`src/rtl/vga_timing_gen.sv`:
```
// VGA raster generator: pixel-enable divider, DrawX/DrawY counters, delayed sync/blank, line/frame strobes.
// Define VGA_FRAME_COUNT_EN to add the 8-bit frame_count output used for sprite animation.
module vga_timing_gen #(
  parameter int H_VISIBLE  = 640,
  parameter int H_FRONT    = 16,
  parameter int H_SYNC     = 96,
  parameter int H_BACK     = 48,
  parameter int V_VISIBLE  = 480,
  parameter int V_FRONT    = 10,
  parameter int V_SYNC     = 2,
  parameter int V_BACK     = 33,
  parameter int CLK_DIV    = 2,
  parameter int PIPE_DELAY = 1
) (
  input  logic       Clk,
  input  logic       Reset,
  output logic       pixel_clk_en,
  output logic [9:0] DrawX,
  output logic [9:0] DrawY,
  output logic       hs,
  output logic       vs,
  output logic       blank,
  output logic       sync,
  output logic       line_start,
  output logic       frame_start
`ifdef VGA_FRAME_COUNT_EN
  ,
  output logic [7:0] frame_count
`endif
);

  localparam int H_TOTAL = H_VISIBLE + H_FRONT + H_SYNC + H_BACK;
  localparam int V_TOTAL = V_VISIBLE + V_FRONT + V_SYNC + V_BACK;
  localparam int HS_BEG  = H_VISIBLE + H_FRONT;
  localparam int HS_END  = HS_BEG + H_SYNC - 1;
  localparam int VS_BEG  = V_VISIBLE + V_FRONT;
  localparam int VS_END  = VS_BEG + V_SYNC - 1;
  // PIPE_DELAY=0 still needs one register, fed from the next count instead of the current one
  localparam int STAGES  = (PIPE_DELAY == 0) ? 1 : PIPE_DELAY;

  if (CLK_DIV < 1 || CLK_DIV > 4) begin : g_bad_div
    $error("vga_timing_gen: CLK_DIV must be 1..4");
  end
  if (PIPE_DELAY < 0 || PIPE_DELAY > 4) begin : g_bad_pipe
    $error("vga_timing_gen: PIPE_DELAY must be 0..4");
  end

  logic [2:0] div_cnt, div_nxt;
  logic [9:0] hc, vc, hc_nxt, vc_nxt;
  logic       h_wrap, v_wrap;
  logic [2:0] raw_src;
  logic [STAGES-1:0][2:0] dly;

  // {hs, vs, blank} for a given raster position
  function automatic logic [2:0] raw_of(input logic [9:0] x, input logic [9:0] y);
    raw_of = {!(x >= 10'(HS_BEG) && x <= 10'(HS_END)),
              !(y >= 10'(VS_BEG) && y <= 10'(VS_END)),
              (x < 10'(H_VISIBLE)) && (y < 10'(V_VISIBLE))};
  endfunction

  always_comb begin
    div_nxt = (div_cnt == 3'(CLK_DIV - 1)) ? 3'd0 : div_cnt + 3'd1;
    h_wrap  = (hc == 10'(H_TOTAL - 1));
    v_wrap  = (vc == 10'(V_TOTAL - 1));
    hc_nxt  = h_wrap ? 10'd0 : hc + 10'd1;
    vc_nxt  = vc;
    if (h_wrap) vc_nxt = v_wrap ? 10'd0 : vc + 10'd1;
    raw_src = (PIPE_DELAY == 0) ? raw_of(hc_nxt, vc_nxt) : raw_of(hc, vc);
  end

  always_ff @(posedge Clk) begin
    if (!Reset) begin
      div_cnt      <= '0;
      pixel_clk_en <= 1'b0;
      hc           <= '0;
      vc           <= '0;
      line_start   <= 1'b0;
      frame_start  <= 1'b0;
    end else begin
      div_cnt      <= div_nxt;
      pixel_clk_en <= (div_nxt == 3'(CLK_DIV - 1));
      line_start   <= pixel_clk_en && h_wrap;
      frame_start  <= pixel_clk_en && h_wrap && v_wrap;
      if (pixel_clk_en) begin
        hc <= hc_nxt;
        vc <= vc_nxt;
      end
    end
  end

  always_ff @(posedge Clk) begin
    if (!Reset) begin
      dly <= {STAGES{3'b110}};
    end else if (pixel_clk_en) begin
      dly[0] <= raw_src;
      for (int s = 1; s < STAGES; s++) dly[s] <= dly[s-1];
    end
  end

`ifdef VGA_FRAME_COUNT_EN
  always_ff @(posedge Clk) begin
    if (!Reset)                               frame_count <= '0;
    else if (pixel_clk_en && h_wrap && v_wrap) frame_count <= frame_count + 8'd1;
  end
`endif

  assign {hs, vs, blank} = dly[STAGES-1];
  assign DrawX = hc;
  assign DrawY = vc;
  assign sync  = 1'b0;

endmodule
```
`config.mk`:
```
export PLATFORM = sky130hd
export DESIGN_NAME = vga_timing_gen
export DESIGN_NICKNAME = d
export VERILOG_FILES = /design/src/rtl/vga_timing_gen.sv
export SDC_FILE = /design/constraint.sdc
export NUM_CORES = 1
export LEC_CHECK = 0
export CORE_UTILIZATION = 30
export DETAILED_ROUTE_END_ITERATION = 10
export GPL_TIMING_DRIVEN = 1
export PLACE_DENSITY = 0.51
export SETUP_SLACK_MARGIN = 0.15
export SYNTH_ARGS = -nofsm -noshare
export SYNTH_HDL_FRONTEND = slang
export SYNTH_SLANG_ARGS = --single-unit
export TNS_END_PERCENT = 5
```
`constraint.sdc`:
```
create_clock -name Clk -period 5.2 [get_ports Clk]
set_input_delay 1.04 -clock Clk [delete_from_list [all_inputs] [get_ports Clk]]
set_output_delay 1.04 -clock Clk [all_outputs]
set_load 0.1 [all_outputs]
```
==> flow_metrics.env, run 1 <==
export IMPL_status="finished, violations left"
export IMPL_failed_checks="design-rule violations"
export IMPL_cp_top_family="buffers and inverters"
export IMPL_grt_pass1_vias=1184
export IMPL_final_hold_violation_count=0
export IMPL_ys_warn_count=0
export IMPL_chipHeight_um=71.3
export IMPL_hpwlAfterDp_um=2310
export IMPL_critPathSlowestCell="clkdlybuf4s50_1"
export IMPL_yosysSeqAreaShare=0.403
export IMPL_worst_pin_slew_ps=974
export IMPL_drc=1
export IMPL_crit_buf_inv=1
export IMPL_fin_crit_ps=3140
export IMPL_synth_area_per_cell_um2=8.56
export IMPL_path_cells="clkdlybuf4s50_1"
export IMPL_slew_violations=0
export IMPL_power_density_nw_per_um2=257
export IMPL_synthCells=168
export IMPL_async_flop_share=0
export IMPL_leakage_nw=0.607
export IMPL_criticalPathCategory="reg2out"
export IMPL_post_cts_setup_buffer_count=0
export IMPL_fmax_mhz=318
export IMPL_path_max_fanout=12
export IMPL_tns_ps=0
export IMPL_end_kind="output pin"
export IMPL_multiInputGateArea_um2=778
export IMPL_drt_pass1_iter_count=7
export IMPL_rsz0062_at_grt="no"
export IMPL_io_pin_count=29
export IMPL_cts_repair_resized=0
export IMPL_grt_ovfl_total=0
export IMPL_grt_max_degree=17
export IMPL_seq_area_um2=581
export IMPL_fillers=461
export IMPL_clock_latency_ps=280
export IMPL_setup_viol=0
export IMPL_irDropWorstVdd_uv=158
export IMPL_hold_class="reg2reg"
export IMPL_holdWs_ps=468
export IMPL_drtIter0Drc=121
export IMPL_final_cell_mix="29 x dfxtp_1, 27 x clkdlybuf4s50_1, 16 x nand2_1"
export IMPL_hold_buffers=0
export IMPL_die_width_um=71.3
export IMPL_final_cell_area_um2=1800
export IMPL_start_kind="register"
export IMPL_fin_total_pwr_w=0.000463
export IMPL_cp_arrival_ps=2100
export IMPL_post_dp_cell_area_um2=1720
export IMPL_fin_crit_sh=0.604
export IMPL_crit_required_ps=4160
export IMPL_routed_wl_um=3350
export IMPL_antenna_found_initial=0
export IMPL_synth_ff_type="dfxtp_1"
export IMPL_max_stage_delay_ps=1230
export IMPL_row_count=24
export IMPL_wl_per_cell_um=13.8
export IMPL_insertedDiodeCount=0
export IMPL_nets=198
export IMPL_grt_usage=0.145
export IMPL_gp_congestion=0.840
export IMPL_dieArea_um2=5080
export IMPL_finClkSkew_ps=4.48
export IMPL_cts_sinks=29
export IMPL_area_growth_pct=25.3
export IMPL_netlist_area_um2=1440
export IMPL_slew_limit_headroom=0.348
export IMPL_vias_per_cell=5.27
export IMPL_drtAntennaViolNets=0
export IMPL_grt_first_pass_wirelength_um=5660
export IMPL_htree_num_levels=2
export IMPL_synth_cell_types=41
export IMPL_start_util=0.322
export IMPL_cts_buffers=5
export IMPL_num_vias=1281
export IMPL_layout_commonest_cell="dfxtp_1"
export IMPL_tritoncts="done"
export IMPL_drive_gt1_frac=0.0471
export IMPL_ys_ff_latch=29
export IMPL_synth_edf_count=0
export IMPL_syn_nets=175
export IMPL_clkSlewWorstSetupHoldPaths_ps=60
export IMPL_cts_max_path_buffers=2
export IMPL_cap_violations=0
export IMPL_core_area_um2=4470
export IMPL_portBuffers=27
export IMPL_clockRootBuffer="clkbuf_8"
==> final cells by class <==
class / instances / share of cell area
Inverter: 6 / 0.0125
Multi-Input combinational cell: 122 / 0.432
Clock buffer: 7 / 0.0479
Timing Repair Buffer: 27 / 0.150
Tap cell: 52 / 0.0361
Sequential cell: 29 / 0.322
==> sequential cells by signal, summed over array words and instances (netlist names) <==
name	count
frame_start	1
dly	3
div_cnt	3
DrawY	10
line_start	1
DrawX	10
pixel_clk_en	1
==> where the power goes <==
group          internal [W]  total [W]  switching [W]
Combinational     0.0000103  0.0000454      0.0000351
Clock              0.000105   0.000187      0.0000819
Sequential         0.000226   0.000231     0.00000545
Total              0.000341   0.000463       0.000122
==> metal layers <==
layer	routed length, um	part of all wire	vias to the layer above	global-route usage
met5	0	0	-	0
met4	59	0.018	0	0.0600
met3	210	0.063	6	0.0436
met2	1580	0.47	43	0.232
met1	1500	0.45	591	0.182
li1	-	-	641	-
==> metrics by stage <==
| stage | worst slack (ps) | util | instances |
|---|---|---|---|
| 3_5_place_dp | 2340 | 0.384 | 236 |
| 6_report | 2060 | 0.403 | 243 |
| 2_1_floorplan | 2710 | - | 168 |
| 4_1_cts | 2040 | 0.403 | 243 |
| 5_1_grt | 2000 | 0.403 | 243 |
| 3_3_place_gp | 2370 | 0.384 | 236 |
==> Yosys cell counts (all sizes together) (4+ instances only) <==
master,number,area share
o22ai,5,0.022
nand3,11,0.038
xor2,6,0.037
a21oi,13,0.045
o21ai,4,0.014
nand4,6,0.037
or3,4,0.017
ha,5,0.043
buf,5,0.023
nand2,17,0.046
clkbuf,6,0.017
dfxtp,29,0.40
inv,6,0.016
nand2b,4,0.017
nor2,14,0.037
and3,4,0.017
==> cell families after synthesis <==
family / count (synthesis) / synth area share
simple gates: 80 / 0.330
flops: 29 / 0.403
xor+xnor: 9 / 0.0548
mux: 1 / 0.00696
buf+inv: 17 / 0.0556
compound gates: 26 / 0.103
fa+ha+maj: 5 / 0.0435
other cells: 1 / 0.00261
==> worst paths after layout <==
path | end | startpoint | depth (start not counted) | slack (ps)
worst max register to register | DrawY[6] | pixel_clk_en | 4 | 3280
worst min-delay path | div_cnt[0] | div_cnt[0] | 1 | 470
worst min register to register | div_cnt[0] | div_cnt[0] | 1 | 470
worst max-delay path | pixel_clk_en | pixel_clk_en | 1 | 2060
Power figures use the tool's default switching activity.
==> inputs of run 2 (changes only) <==
==> constraint.sdc (replaced) <==
create_clock -name Clk -period 2.9 [get_ports Clk]
set_input_delay 0.58 -clock Clk [delete_from_list [all_inputs] [get_ports Clk]]
set_output_delay 0.58 -clock Clk [all_outputs]
set_load 0.1 [all_outputs]
==> run 2 against run 1 <==
Compared with the run above:
- the flow still finishes with violations (design-rule violations)
- global-route usage grew 0.58 points
- setup slack worse by 1100 ps
- clock skew about the same
- final cell count rose by 0.82%
- power rose by 80%
- sequential cell count did not move
- wire length rose by 0.72%
- sequential power is 78% higher
- core utilization decreased by 1.1 points
- critical path type is now reg2reg
- critical endpoint is now DrawY[6]
- largest cell class unchanged
==> flow_metrics.env, run 2 (same netlist as run 1, synthesis figures left out) <==
export IMPL_status="finished, violations left"
export IMPL_failed_checks="design-rule violations"
export IMPL_fmax_mhz=521
export IMPL_grt_usage=0.151
export IMPL_final_hold_violation_count=0
export IMPL_row_count=24
export IMPL_cp_arrival_ps=2080
export IMPL_r2r_cells=5
export IMPL_setup_slack_ps=980
export IMPL_holdWs_ps=465
export IMPL_start_kind="register"
export IMPL_tns_ps=0
export IMPL_drt_pass1_iter_count=7
export IMPL_routed_wl_um=3370
export IMPL_grt_pass1_vias=1195
export IMPL_cts_buffers=5
export IMPL_crit_required_ps=3060
export IMPL_p_sw_w=0.000222
export IMPL_fin_crit_sh=0.662
export IMPL_grt_ovfl_total=0
export IMPL_portBuffers=27
export IMPL_clock_latency_ps=280
export IMPL_clkPwrFrac=0.404
export IMPL_rsz0062_at_grt="no"
export IMPL_vias_per_cell=5.24
export IMPL_fin_crit_ps=1920
export IMPL_final_cell_mix="29 x dfxtp_1, 28 x buf_4, 16 x nand2_1"
export IMPL_drc=1
export IMPL_leakage_nw=0.664
export IMPL_insertedDiodeCount=0
export IMPL_dieArea_um2=5080
export IMPL_cts_sinks=29
export IMPL_worstHoldStart="div_cnt[1]"
export IMPL_finClkSkew_ps=4.86
export IMPL_cp_top_family="simple AND/OR/NAND/NOR gates"
export IMPL_hold_class="reg2reg"
export IMPL_clockRootBuffer="clkbuf_8"
export IMPL_path_cells="ha_1 > nand4_4 > or4_1 > a21oi_1 > o22ai_1"
export IMPL_slew_limit_headroom=0.658
export IMPL_cap_violations=0
export IMPL_end_kind="register"
export IMPL_post_route_util=0.392
export IMPL_io_pin_count=29
export IMPL_pre_cts_slack_ps=777
export IMPL_seqPwrFrac=0.495
export IMPL_swShare=0.266
export IMPL_htree_num_levels=2
export IMPL_grt_first_pass_wirelength_um=5880
export IMPL_start_util=0.322
export IMPL_min_to="pixel_clk_en"
export IMPL_irDropWorstVdd_uv=211
export IMPL_num_vias=1283
export IMPL_post_cts_setup_buffer_count=0
export IMPL_r2r_start="DrawX[0]"
export IMPL_wl_per_cell_um=13.8
export IMPL_p_comb_frac=0.102
export IMPL_antenna_found_initial=0
export IMPL_setup_viol=0
export IMPL_clkSlewWorstSetupHoldPaths_ps=60
export IMPL_chipHeight_um=71.3
export IMPL_rr_endpoint="DrawY[6]"
export IMPL_fillers=475
export IMPL_core_area_um2=4470
export IMPL_layout_commonest_cell="dfxtp_1"
export IMPL_criticalPathCategory="reg2reg"
export IMPL_area_growth_pct=21.8
export IMPL_setup_worst_path_start="DrawX[0]"
export IMPL_nets=200
export IMPL_drtIter0Drc=98
export IMPL_worst_pin_slew_ps=513
export IMPL_internal_power_w=0.000611
export IMPL_hpwlAfterDp_um=2360
export IMPL_drive_gt1_frac=0.192
export IMPL_max_stage_delay_ps=670
export IMPL_power_density_nw_per_um2=475
export IMPL_cts_max_path_buffers=2
export IMPL_drtAntennaViolNets=0
export IMPL_cts_repair_resized=0
export IMPL_crit_buf_inv=0
export IMPL_holdPathStages=1
export IMPL_path_max_fanout=8
export IMPL_tritoncts="done"
export IMPL_gp_congestion=0.812
export IMPL_r2r_slack_ps=980
export IMPL_die_width_um=71.3
export IMPL_slew_violations=0
export IMPL_grt_max_degree=17
export IMPL_critPathSlowestCell="or4_1"
export IMPL_hold_buffers=0
==> run 2: metal layers <==
metal / vias to the layer above / routed length (um) / global-route usage
met2: 44 / 1580 / 0.222
met5: - / 0 / 0
met1: 588 / 1520 / 0.204
met4: 0 / 77 / 0.0822
met3: 8 / 196 / 0.0338
li1: 643 / - / -
==> run 2: area by class of cell <==
cell class,instances,area [um^2],share of cell area
inverters,6,22.5,0.0128
well taps,52,65.1,0.0371
repair buffers,29,220,0.126
flip-flops and latches,29,581,0.331
multi-input cells,122,778,0.444
clock buffers,7,86.3,0.0493
==> run 2: worst max path at each step <==
| stage | cells past startpoint | to | slack [ps] |
|---|---|---|---|
| 2_1_floorplan | 6 | DrawY[4] | 410 |
| 3_3_place_gp | 5 | DrawY[6] | 840 |
| 3_5_place_dp | 5 | frame_start | 780 |
| 4_1_cts | 5 | DrawY[6] | 980 |
| 5_1_grt | 5 | DrawY[2] | 810 |
| 6_report | 5 | DrawY[6] | 980 |
==> run 2: power groups by stage <==
stage          clock network, W  registers [W]   logic, W
2_1_floorplan                 0       0.000461  0.0000266
3_3_place_gp                  0       0.000421  0.0000846
3_5_place_dp                  0       0.000421  0.0000857
4_1_cts                0.000346       0.000412  0.0000859
5_1_grt                0.000371       0.000413  0.0000907
6_report               0.000336       0.000412  0.0000846
==> run 2: metrics by stage <==
step / instances / power, W / cell area (um^2)
floorplan: 168 / 0.000488 / 1440
global placement: 238 / 0.000505 / 1670
detailed placement: 238 / 0.000507 / 1670
CTS: 245 / 0.000845 / 1750
global route: 245 / 0.000876 / 1750
finish: 245 / 0.000833 / 1750
